===== src/rtl/logic_unit_arbiter_pkg.sv =====
// Shared constants for the two-requester logic-unit arbiter: op field layout,
// datapath width and the default logic-unit latency.
package logic_unit_arbiter_pkg;

  localparam int unsigned DATA_W     = 32;
  localparam int unsigned OP_W       = 3;
  localparam int unsigned LU_LAT_DEF = 3;
  localparam int unsigned INFLT_W    = 4;

  // op[2:1] selects the function, op[OP_INV] inverts the result
  localparam int unsigned OP_INV = 0;

  typedef enum logic [1:0] {
    OP_AND  = 2'b00,
    OP_OR   = 2'b01,
    OP_XOR  = 2'b10,
    OP_PASS = 2'b11
  } lu_fn_e;

endpackage


===== src/rtl/logic_unit_arbiter_tag_pipe.sv =====
// LU_LAT-deep {valid, id} shift register that tracks operations in flight
// through the external logic unit, with an occupancy count.
module lu_tag_pipe
  import logic_unit_arbiter_pkg::*;
#(
  parameter int unsigned LU_LAT = LU_LAT_DEF
) (
  input  logic               clk,
  input  logic               rst_n,
  input  logic               in_valid,
  input  logic               in_id,
  output logic               out_valid,
  output logic               out_id,
  output logic [INFLT_W-1:0] count
);

  logic [LU_LAT-1:0] vld;
  logic [LU_LAT-1:0] id;

  always_ff @(posedge clk or negedge rst_n) begin
    if (!rst_n) begin
      vld   <= '0;
      id    <= '0;
      count <= '0;
    end else begin
      vld[0] <= in_valid;
      id[0]  <= in_id;
      for (int unsigned i = 1; i < LU_LAT; i++) begin
        vld[i] <= vld[i-1];
        id[i]  <= id[i-1];
      end
      // issue and retire in the same cycle cancel out
      count <= count + INFLT_W'(in_valid) - INFLT_W'(vld[LU_LAT-1]);
    end
  end

  assign out_valid = vld[LU_LAT-1];
  assign out_id    = id[LU_LAT-1];

endmodule


===== src/rtl/logic_unit_arbiter.sv =====
// Round-robin arbiter sharing one pipelined logic unit between two requesters;
// results are routed back to the issuing requester after LU_LAT cycles.
module logic_unit_arbiter
  import logic_unit_arbiter_pkg::*;
#(
  parameter int unsigned LU_LAT = LU_LAT_DEF,
  parameter int unsigned NREQ   = 2
) (
  input  logic                clk,
  input  logic                rst_n,
  input  logic [NREQ-1:0]     req_valid,
  output logic [NREQ-1:0]     req_ready,
  input  logic [DATA_W-1:0]   req_a0,
  input  logic [DATA_W-1:0]   req_b0,
  input  logic [OP_W-1:0]     req_op0,
  input  logic [DATA_W-1:0]   req_a1,
  input  logic [DATA_W-1:0]   req_b1,
  input  logic [OP_W-1:0]     req_op1,
  output logic [DATA_W-1:0]   lu_a,
  output logic [DATA_W-1:0]   lu_b,
  output logic [OP_W-1:0]     lu_op,
  input  logic [DATA_W-1:0]   lu_out,
  output logic [NREQ-1:0]     rsp_valid,
  output logic [DATA_W-1:0]   rsp_data,
  output logic                busy,
  output logic [INFLT_W-1:0]  inflight
);

  logic ptr;
  logic grant;
  logic grant_id;
  logic ret_valid;
  logic ret_id;

  // ready is gated by rst_n so nothing is granted while reset is held
  always_comb begin
    req_ready = '0;
    if (rst_n) begin
      if (req_valid[0] && req_valid[1]) req_ready[ptr] = 1'b1;
      else                              req_ready     = req_valid;
    end
  end

  assign grant    = |req_ready;
  assign grant_id = req_ready[1];

  always_comb begin
    lu_a  = '0;
    lu_b  = '0;
    lu_op = '0;
    if (req_ready[0]) begin
      lu_a  = req_a0;
      lu_b  = req_b0;
      lu_op = req_op0;
    end else if (req_ready[1]) begin
      lu_a  = req_a1;
      lu_b  = req_b1;
      lu_op = req_op1;
    end
  end

  always_ff @(posedge clk or negedge rst_n) begin
    if (!rst_n)     ptr <= 1'b0;
    else if (grant) ptr <= ~grant_id;
  end

  lu_tag_pipe #(.LU_LAT(LU_LAT)) u_tags (
    .clk       (clk),
    .rst_n     (rst_n),
    .in_valid  (grant),
    .in_id     (grant_id),
    .out_valid (ret_valid),
    .out_id    (ret_id),
    .count     (inflight)
  );

  always_comb begin
    rsp_valid = '0;
    rsp_data  = '0;
    if (ret_valid) begin
      rsp_valid[ret_id] = 1'b1;
      rsp_data          = lu_out;
    end
  end

  assign busy = (inflight != '0);

endmodule

===== config.mk =====
export PLATFORM = sky130hd
export DESIGN_NAME = logic_unit_arbiter
export DESIGN_NICKNAME = d
export VERILOG_FILES = /design/src/rtl/logic_unit_arbiter_pkg.sv /design/src/rtl/logic_unit_arbiter_tag_pipe.sv /design/src/rtl/logic_unit_arbiter.sv
export SDC_FILE = /design/constraint.sdc
export NUM_CORES = 1
export LEC_CHECK = 0
export ABC_CLOCK_PERIOD_IN_PS = 1800
export CELL_PAD_IN_SITES_DETAIL_PLACEMENT = 0
export CELL_PAD_IN_SITES_GLOBAL_PLACEMENT = 2
export CORE_ASPECT_RATIO = 2
export CORE_MARGIN = 1.5
export CORE_UTILIZATION = 10
export CTS_CLUSTER_SIZE = 10
export DETAILED_ROUTE_END_ITERATION = 10
export MAX_ROUTING_LAYER = met4
export PLACE_DENSITY = 0.9
export SLEW_MARGIN = 30
export SYNTH_ARGS = -nofsm -noshare
export SYNTH_HDL_FRONTEND = slang
export SYNTH_SLANG_ARGS = --single-unit

===== constraint.sdc =====
create_clock -name clk -period 1.8 [get_ports clk]
set_input_delay 0.36 -clock clk [delete_from_list [all_inputs] [get_ports clk]]
set_output_delay 0.36 -clock clk [all_outputs]
set_load 0.1 [all_outputs]

==> reports/results.txt, run 1 <==
Yosys warning count - 0
DP Worst Slack - -484 ps
Worst Tran Pin Value - 329 ps
CP Capture Point - lu_b[14]
dpl hpwl - 10.4 mm
final-stage net count - 690
Arrival @ worst endpoint - 1700 ps
Max stage delay cell, worst path - dfrtp_2
gpl congestion - 0.830
count of state elements after synthesis - 11
Post-synth EDFFs - 0
Crit Reg-Reg Startpoint - u_tags.count[0]$_DFF_PN0_
post-synthesis sequential area ratio - 14.6%
min setup slack post-route - -260 ps
critical path's top delay family - buffers and inverters
R2R Setup Slk - 100 ps
global routing met3 resource utilization - 2.59%
Slew headroom - 78.0%
TritonCTS clock tree - done
Synth async-reset ratio - 100%
GR Util All Layers - 12.7%
part of the cycle the worst path needs - 114%
CP Buf/Inv Count - 3
Stages on worst setup path - 6
Worst-path clk slew - 40 ps
core area - 0.0184 sq mm
switch share - 52.8%
Num CTS Buffers - 3
antenna violations before repair - 1
vias in the first global route - 3334
vias per cell - 4.29
top cells by area, synth - a32oi_1, nor2b_1, dfrtp_1, and2_1, ha_1
Post-synth top cells - nor2b_1, a32oi_1, and2_1
CP Launch Point - ptr$_DFFE_PN0N_
Post-Synth Adder-Cell Area - 4.39%
Area Growth Syn to Fin - 294%
Util after Layout - 40.3%
WS Path Type - reg -> out
Worst R2R Path Depth - 7
final instance count without filler cells - 730
Post-Syn Area per Cell - 7.91 sq um
dominant cell type by area after synthesis - a32oi_1
max-cap viol count - 0
site row count - 70
Hold Path Class - in -> async
Starting Density - 10.2%
Leak - 2.83 nW
post-route ant nets - 0
layout cells sized above 1 - 55.4%
post-synthesis xor/xnor area fraction - 0.931%
crit-path max cell delay - 450 ps
WL/cell - 19.2 microns
die height - 197 microns
Clock power frac - 8.2%
Logic pwr share - 83.8%
first-pass GRT wire length - 18.5 mm
max-slew violations - 0
IO Count - 278
Post-Syn Nets - 414
I/O Buffers - 277
clock skew - 4.07 ps
overall power - 0.00500 W
power per cell area - 675 mW/mm^2
drt initial violations - 73
worst vdd ir - 0.000493 V
mux share of post-synthesis cell area - 0%
die area - 0.0197 sq mm
Power Internal - 0.00236 W
violated checks - negative setup slack
cell mode on critical path - buf_12
Critical Path RT - 1440 ps
Most used DFF post-synth - dfrtp_1
largest family of logic cells by synthesized area - simple AND/OR/NAND/NOR gates
switching power of the nets - 0.00264 W
# fillers - 1707
Skew-Pair Late Insertion Delay - 240 ps
grt met2 use - 26.1%
Seq pwr share - 8.0%
Sinks on Clock Net - 11
global route total overflow - 0
CP Launch Type - flip-flop
Pre-antenna DRT Iters - 4
crit path time final - 2060 ps
outcome - complete, but fails checks
largest fanout on the critical path - 13
Final setup viols - 69
most frequent cell after synthesis - nor2b_1
Clock Tree Buf Depth - 2
vias - 3131
Synth Area in Compound Gates - 33.8%
Root Buffer - clkbuf_16
cell area after synthesis - 0.00188 sq mm
Post-Syn Instances - 238
Worst Setup End Kind - output port
Top Usage Layer GRT - met2
total wire length - 14.0 mm
H-tree depth - 1
fmax - 0.485 GHz
Reg2Reg Capture Point - u_tags.count[3]$_DFF_PN0_
RSZ-0062 raised after global routing - yes
Yosys cell types - 21
largest net degree at the start of global routing - 47
top-area cell type share of the netlist area - 31.2%
Synth Area in Simple Gates - 34.8%
placed insts - 710
Hold Vio Cnt, Final - 0
met1 Use GR - 11.4%
Die Wd - 100 microns
drt drc - 0
Critical Path, Cell by Cell - a21boi_4 > buf_12 > buf_12 > a32oi_2 > nor2b_4 > buf_12
==> layer usage <==
layer,routed length [microns],up-vias
met1,4370,1448
met5,0,-
met3,1090,13
met4,187,0
li1,-,1451
met2,8350,219
==> area by class of cell <==
cell class	instances	area, sq um	area share, %
diodes	1	2.50	0.0337
inverters	6	22.5	0.304
repair buffers	305	4290	57.8
clock inverters	1	5.00	0.0675
clock buffers	3	75.1	1.01
multi-input cells	187	2470	33.3
flip-flops and latches	11	284	3.83
well taps	216	270	3.64
==> state kept, by name, indices dropped and copies added, names as in the netlist <==
register      flops
ptr               1
u_tags.count      4
u_tags.vld        3
u_tags.id         3
==> power by group through the flow <==
stage	sequential (W)	clock, W	combinational (W)
floorplan	0.000713	0	0.00206
global placement	0.000400	0	0.00382
detailed placement	0.000404	0	0.00388
CTS	0.000402	0.000422	0.00405
global route	0.000408	0.000435	0.00434
finish	0.000400	0.000412	0.00419
==> cells in the final DEF (no fill, tap or decap), types with 2 or more instances in the layout <==
| cell | n |
|---|---|
| a21oi_1 | 2 |
| a32oi_1 | 5 |
| a32oi_2 | 54 |
| a32oi_4 | 8 |
| and2_1 | 33 |
| buf_12 | 116 |
| buf_16 | 2 |
| buf_2 | 2 |
| buf_4 | 8 |
| buf_6 | 4 |
| clkbuf_16 | 7 |
| clkdlybuf4s50_1 | 166 |
| dfrtp_1 | 6 |
| dfrtp_2 | 4 |
| ha_1 | 5 |
| inv_1 | 5 |
| nand2b_4 | 2 |
| nor2b_2 | 5 |
| nor2b_4 | 63 |
| xor2_1 | 2 |
==> worst min-delay path by stage <==
stage          slack, ps  cells past startpoint                      end   from
2_1_floorplan         60                      0          ptr$_DFFE_PN0N_  rst_n
3_3_place_gp         200                      1          ptr$_DFFE_PN0N_  rst_n
3_5_place_dp         210                      1          ptr$_DFFE_PN0N_  rst_n
4_1_cts              210                      2  u_tags.vld[0]$_DFF_PN0_  rst_n
5_1_grt              240                      2  u_tags.vld[0]$_DFF_PN0_  rst_n
6_report             210                      2  u_tags.vld[0]$_DFF_PN0_  rst_n
==> through the flow <==
stage                     hold slack, ps  TNS, ps  instance area [sq um]
after global routing                 236   -18500                   7420
after detailed placement             206   -30430                   6640
after floorplan                     64.4    -3900                   2580
after global placement               204   -27590                   6640
final                                211   -15230                   7420
after CTS                            213   -17660                   7050
==> what timing repair did <==
| action | in CTS | in global routing |
|---|---|---|
| pin swaps | 1 | 3 |
| buffers inserted | 4 | 2 |
| hold endpoints to repair | 1 | 0 |
| hold buffers | 1 | 0 |
| resized for setup | 28 | 36 |
| cloned | 2 | 8 |
| setup endpoints to repair | 70 | 69 |
==> logic make-up after synthesis <==
logic type      count (synthesis)
flops                          11
fa+ha+maj                       6
simple gates                  105
compound gates                 73
buf+inv                        41
xor+xnor                        2
Power figures use the tool's default switching activity.
==> run 2: changes to the inputs <==
--- a/config.mk
+++ b/config.mk
@@ -14,7 +14,7 @@
 export CTS_CLUSTER_SIZE = 10
 export DETAILED_ROUTE_END_ITERATION = 10
 export MAX_ROUTING_LAYER = met4
-export PLACE_DENSITY = 0.9
+export PLACE_DENSITY_LB_ADDON = 0.08
 export SLEW_MARGIN = 30
 export SYNTH_ARGS = -nofsm -noshare
 export SYNTH_HDL_FRONTEND = slang
==> run 2 against run 1 <==
Compared with the run above: the run still ends with negative setup slack left; cell count is 0.27% lower; clock skew down 1.6 ps; die area unchanged; fmax rose by 2.5%; global-route usage up 0.36 points; largest cell class unchanged.
==> reports/results.txt, run 2 (synthesized netlist as in run 1, its figures left out) <==
CP Launch Type - flip-flop (unchanged)
Sinks on Clock Net - 11 (unchanged)
Clock power frac - 8.4% (was 8.2%)
Root Buffer - clkbuf_16 (unchanged)
global route total overflow - 0 (unchanged)
final instance count without filler cells - 728 (was 730)
Placed Area - 0.00670 sq mm (was 0.00664 sq mm)
RSZ-0062 raised after global routing - yes (unchanged)
dpl hpwl - 10.8 mm (was 10.4 mm)
Final setup viols - 69 (unchanged)
max-slew violations - 0 (unchanged)
Hold Vio Cnt, Final - 0 (unchanged)
overall power - 0.00476 W (was 0.00500 W)
vias in the first global route - 3295 (was 3334)
TritonCTS clock tree - done (unchanged)
Clock Tree Buf Depth - 2 (unchanged)
crit path time final - 2010 ps (was 2060 ps)
first-pass GRT wire length - 19.1 mm (was 18.5 mm)
Num CTS Buffers - 3 (unchanged)
switch share - 52.5% (was 52.8%)
Seq pwr share - 8.4% (was 8.0%)
final-stage net count - 688 (was 690)
H-tree depth - 1 (unchanged)
Pre-antenna DRT Iters - 4 (unchanged)
die height - 197 microns (unchanged)
Arrival @ worst endpoint - 1650 ps (was 1700 ps)
fmax - 0.498 GHz (was 0.485 GHz)
Skew-Pair Late Insertion Delay - 240 ps (about the same)
largest fanout on the critical path - 17 (was 13)
core area - 0.0184 sq mm (unchanged)
most common library cell in the layout ignoring fill and taps - clkdlybuf4s50_1 (unchanged)
largest net degree at the start of global routing - 35 (was 47)
placed insts - 715 (was 710)
min setup slack post-route - -209 ps (was -260 ps)
die area - 0.0197 sq mm (unchanged)
clock skew - 2.50 ps (was 4.07 ps)
power per cell area - 680 mW/mm^2 (was 675 mW/mm^2)
Worst Tran Pin Value - 317 ps (was 329 ps)
total wire length - 13.4 mm (was 14.0 mm)
Die Wd - 100 microns (unchanged)
vias per cell - 4.17 (was 4.29)
Area Growth Syn to Fin - 272% (was 294%)
biggest regs - u_tags.count (4), u_tags.id (3), u_tags.vld (3) (unchanged)
Most flops, register - u_tags.count (unchanged)
Starting Density - 10.2% (unchanged)
I/O Buffers - 277 (unchanged)
Power Internal - 0.00226 W (was 0.00236 W)
IO Count - 278 (unchanged)
WS Path Type - reg -> out (unchanged)
Slew headroom - 78.9% (was 78.0%)
drt initial violations - 49 (was 73)
drt drc - 0 (unchanged)
gpl congestion - 0.760 (was 0.830)
violated checks - negative setup slack (unchanged)
switching power of the nets - 0.00250 W (was 0.00264 W)
Worst-path clk slew - 40 ps (about the same)
# fillers - 1759 (was 1707)
Leak - 2.75 nW (was 2.83 nW)
Util after Layout - 38.1% (was 40.3%)
fin area - 0.00701 sq mm (was 0.00742 sq mm)
antenna violations before repair - 1 (unchanged)
WL/cell - 18.4 microns (was 19.2 microns)
Worst Setup End Kind - output port (unchanged)
site row count - 70 (unchanged)
outcome - complete, but fails checks (unchanged)
part of the cycle the worst path needs - 112% (was 114%)
vias - 3033 (was 3131)
worst vdd ir - 0.000395 V (was 0.000493 V)
max-cap viol count - 0 (unchanged)
DP Worst Slack - -412 ps (was -484 ps)
GR Util All Layers - 13.1% (was 12.7%)
Logic pwr share - 83.2% (was 83.8%)
post-route ant nets - 0 (unchanged)
most frequent cells in the layout - clkdlybuf4s50_1, buf_12, nor2b_4, a32oi_1, and2_1 (was clkdlybuf4s50_1, buf_12, nor2b_4, a32oi_2, and2_1)
layout cells sized above 1 - 47.7% (was 55.4%)
Crit Reg-Reg Startpoint - u_tags.count[0]$_DFF_PN0_ (unchanged)
CP Launch Point - ptr$_DFFE_PN0N_ (unchanged)
Critical Path RT - 1440 ps (about the same)
Hold Path Class - in -> async (unchanged)
max reg flops - 4 (unchanged)
==> run 2: cell types whose count changed in the layout (fill, tap and decap cells not counted), moves of 2 or more <==
cell	before	now
a32oi_1	5	43
a32oi_2	54	22
buf_4	8	12
a32oi_4	8	2
buf_6	4	2
clkbuf_16	7	5
==> run 2: layout make-up <==
cell class	instances	area, sq um	share of cell area, %
timing repair buffer	304	4250	60.6
multi-input combinational	186	2100	30.0
sequential	11	284	4.05
tap	216	270	3.86
clock buffer	4	78.8	1.13
inverter	6	22.5	0.321
antenna	1	2.50	0.0357
==> run 2: metal layers <==
| metal | routed length, microns | vias to the layer above | share of wire (%) | GRT usage, % |
|---|---|---|---|---|
| li1 | - | 1441 | - | - |
| met1 | 4200 | 1423 | 31 | 12.3 |
| met2 | 8300 | 161 | 62 | 27.1 |
| met3 | 799 | 8 | 6.0 | 1.60 |
| met4 | 96 | 0 | 0.72 | 2.92 |
| met5 | 0 | - | 0 | - |
==> run 2: final timing paths <==
check                      slack [ps]  depth (start not counted)                        end
max                              -210                          6                   lu_op[2]
min                                20                          1            ptr$_DFFE_PN0N_
max reg2reg                       160                          7  u_tags.count[3]$_DFF_PN0_
min reg2reg                       350                          0    u_tags.vld[2]$_DFF_PN0_
max in group asynchronous        1190                          3  u_tags.count[0]$_DFF_PN0_
min in group clk                  350                          0    u_tags.vld[2]$_DFF_PN0_
==> run 2: power by group through the flow <==
stage | combinational (W) | clock (W) | sequential [W]
2_1_floorplan | 0.00206 | 0 | 0.000713
3_3_place_gp | 0.00388 | 0 | 0.000405
3_5_place_dp | 0.00390 | 0 | 0.000409
4_1_cts | 0.00396 | 0.000409 | 0.000405
5_1_grt | 0.00414 | 0.000416 | 0.000412
6_report | 0.00396 | 0.000401 | 0.000401
==> run 2: metrics by stage <==
step | hold WS (ps) | setup TNS, ps
floorplan | 64.4 | -3900
global placement | 277 | -25690
detailed placement | 267 | -26780
CTS | 22.2 | -12310
global route | 22.7 | -15950
finish | 18.6 | -11790
==> run 2: timing repair <==
action / CTS / global route
endpoints found under the setup margin: 72 / 69
resized for setup: 8 / 9
buffers inserted: 2 / 2
endpoints found under the hold margin: 0 / 0
gates cloned: 2 / 2
pin swaps: 1 / 0
hold buffers: 0 / 0
==> run 2: critical path, stage by stage, from the launching register on <==
cell and delay, ps:
dfrtp_2 430, a21boi_4 190, buf_4 170, clkbuf_16 170, a32oi_1 70, nor2b_2 190
buf_12 190
==> run 3: changes to the inputs <==
--- a/config.mk
+++ b/config.mk
@@ -5,7 +5,7 @@
 export SDC_FILE = /design/constraint.sdc
 export NUM_CORES = 1
 export LEC_CHECK = 0
-export ABC_CLOCK_PERIOD_IN_PS = 1800
+export ABC_CLOCK_PERIOD_IN_PS = 2100
 export CELL_PAD_IN_SITES_DETAIL_PLACEMENT = 0
 export CELL_PAD_IN_SITES_GLOBAL_PLACEMENT = 2
 export CORE_ASPECT_RATIO = 2
==> constraint.sdc (replaced) <==
create_clock -name clk -period 2.1 [get_ports clk]
set_input_delay 0.42 -clock clk [delete_from_list [all_inputs] [get_ports clk]]
set_output_delay 0.42 -clock clk [all_outputs]
set_load 0.1 [all_outputs]
==> run 3 against run 2 <==
Compared with the run above: the flow still finishes with violations (negative setup slack); count of clock-buffer cells in the layout is 1 lower; cell count is 0.14% higher; sequential cell count stayed put; register-to-register slack better by 340 ps; critical path type unchanged.
==> reports/results.txt, run 3 (synthesized netlist as in run 1, its figures left out) <==
Clock Tree Buf Depth - 2 (unchanged)
switch share - 53.2% (was 52.5%)
Final setup viols - 1 (was 69)
worst vdd ir - 0.000430 V (was 0.000395 V)
Hold Vio Cnt, Final - 0 (unchanged)
WS Path Type - reg -> out (unchanged)
part of the cycle the worst path needs - 100%
TritonCTS clock tree - done (unchanged)
Worst Setup End Kind - output port (unchanged)
vias in the first global route - 3342 (was 3295)
area occupied by multi-input gates - 0.00253 sq mm (was 0.00210 sq mm)
fin area - 0.00755 sq mm (was 0.00701 sq mm)
gpl congestion - 0.780 (was 0.760)
Antenna Cells - 0 (was 1)
largest fanout on the critical path - 14 (was 17)
Logic pwr share - 84.4% (was 83.2%)
min setup slack post-route - -1.39 ps (was -209 ps)
layout cells sized above 1 - 54.0% (was 47.7%)
WHS - 71.5 ps (was 18.6 ps)
Critical Path RT - 1680 ps (was 1440 ps)
biggest regs - u_tags.count (4), u_tags.id (3), u_tags.vld (3) (unchanged)
Placed Area - 0.00646 sq mm (was 0.00670 sq mm)
die height - 197 microns (unchanged)
most common library cell in the layout ignoring fill and taps - clkdlybuf4s50_1 (unchanged)
Root Buffer - clkbuf_16 (unchanged)
GR Util All Layers - 13.9% (was 13.1%)
most frequent cells in the layout - clkdlybuf4s50_1, buf_12, nor2b_4, a32oi_2, and2_1 (was clkdlybuf4s50_1, buf_12, nor2b_4, a32oi_1, and2_1)
Num CTS Buffers - 3 (unchanged)
DP Worst Slack - -275 ps (was -412 ps)
fmax - 0.476 GHz
final-stage net count - 690 (was 688)
Die Wd - 100 microns (unchanged)
total wire length - 14.3 mm (was 13.4 mm)
outcome - complete, but fails checks (unchanged)
Worst R2R Path Depth - 6 (was 7)
setup TNS - -1.39 ps (was -11790 ps)
clock skew - 0.783 ps (was 2.50 ps)
die area - 0.0197 sq mm (unchanged)
IO Count - 278 (unchanged)
first-pass GRT wire length - 20.2 mm (was 19.1 mm)
Starting Density - 10.2% (unchanged)
max reg flops - 4 (unchanged)
power per cell area - 561 mW/mm^2 (was 680 mW/mm^2)
H-tree depth - 1 (unchanged)
switching power of the nets - 0.00225 W (was 0.00250 W)
max-cap viol count - 0 (unchanged)
Seq pwr share - 7.2% (was 8.4%)
vias - 3075 (was 3033)
Hold Path Class - in -> async (unchanged)
RSZ-0062 raised after global routing - yes (unchanged)
Most flops, register - u_tags.count (unchanged)
CP Launch Type - flip-flop (unchanged)
dpl hpwl - 9.91 mm (was 10.8 mm)
# fillers - 1741 (was 1759)
largest net degree at the start of global routing - 71 (was 35)
I/O Buffers - 277 (unchanged)
Area Growth Syn to Fin - 301% (was 272%)
Clock power frac - 8.5% (was 8.4%)
post-route ant nets - 0 (unchanged)
Worst-path clk slew - 50 ps (was 40 ps)
core area - 0.0184 sq mm (unchanged)
global route total overflow - 0 (unchanged)
violated checks - negative setup slack (unchanged)
Skew-Pair Late Insertion Delay - 240 ps (about the same)
max-slew violations - 0 (unchanged)
site row count - 70 (unchanged)
overall power - 0.00424 W (was 0.00476 W)
drt initial violations - 40 (was 49)
Sinks on Clock Net - 11 (unchanged)
vias per cell - 4.22 (was 4.17)
Arrival @ worst endpoint - 1680 ps (was 1650 ps)
Slew headroom - 63.8% (was 78.9%)
WL/cell - 19.6 microns (was 18.4 microns)
Power Internal - 0.00198 W (was 0.00226 W)
antenna violations before repair - 0 (was 1)
crit path time final - 2100 ps
Worst Tran Pin Value - 543 ps (was 317 ps)
Leak - 2.89 nW (was 2.75 nW)
Pre-antenna DRT Iters - 3 (was 4)
drt drc - 0 (unchanged)
register area - 277 sq um (was 284 sq um)
## run 3: final cells by class
type,count,area share (%)
Clock buffer,3,0.994
Clock inverter,1,0.0663
Inverter,6,0.298
Multi-Input combinational cell,186,33.5
Sequential cell,11,3.66
Tap cell,216,3.58
Timing Repair Buffer,306,57.9
## run 3: final timing paths
check	slack [ps]	to	from
min in group clk	350	u_tags.id[2]$_DFF_PN0_	u_tags.id[1]$_DFF_PN0_
worst max register to register	500	u_tags.count[2]$_DFF_PN0_	u_tags.count[0]$_DFF_PN0_
worst min-delay path	70	u_tags.vld[2]$_DFF_PN0_	rst_n
max in group asynchronous	1610	u_tags.id[2]$_DFF_PN0_	rst_n
worst max-delay path	-1	lu_a[21]	ptr$_DFFE_PN0N_
worst min register to register	350	u_tags.id[2]$_DFF_PN0_	u_tags.id[1]$_DFF_PN0_
## run 3: per-stage QoR
step / std cells / utilization [%]
2_1_floorplan: 238 / -
3_3_place_gp: 709 / 35.1
3_5_place_dp: 709 / 35.1
4_1_cts: 726 / 40.1
5_1_grt: 729 / 41.1
6_report: 729 / 41.1
## run 3: routing by layer
metal / vias up / routed length, microns / GRT usage (%)
li1: 1450 / - / -
met1: 1431 / 4610 / 13.7
met2: 189 / 8620 / 28.5
met3: 5 / 964 / 2.20
met4: 0 / 57 / 1.41
met5: - / 0 / -
## run 3: power by group through the flow
| stage | sequential, W | combinational (W) | clock, W |
|---|---|---|---|
| final | 0.000304 | 0.00357 | 0.000359 |
| after global routing | 0.000313 | 0.00372 | 0.000380 |
| after CTS | 0.000306 | 0.00355 | 0.000367 |
| after detailed placement | 0.000310 | 0.00318 | 0 |
| after global placement | 0.000308 | 0.00316 | 0 |
| after floorplan | 0.000596 | 0.00171 | 0 |
## run 3: timing repair
action | CTS | global route
endpoints found under the setup margin | 69 | 64
hold endpoints to repair | 0 | 0
gates cloned | 7 | 3
gates resized for setup | 78 | 14
hold buffers | 0 | 0
buffers inserted | 6 | 0
pin swaps | 10 | 5
## run 3: worst max-delay path, cell delays in order, from the launching register on
cell and delay [ps]:
dfrtp_1 420, a21boi_4 200, buf_12 170, buf_12 170, a32oi_1 100, nor2b_4 180
buf_12 180
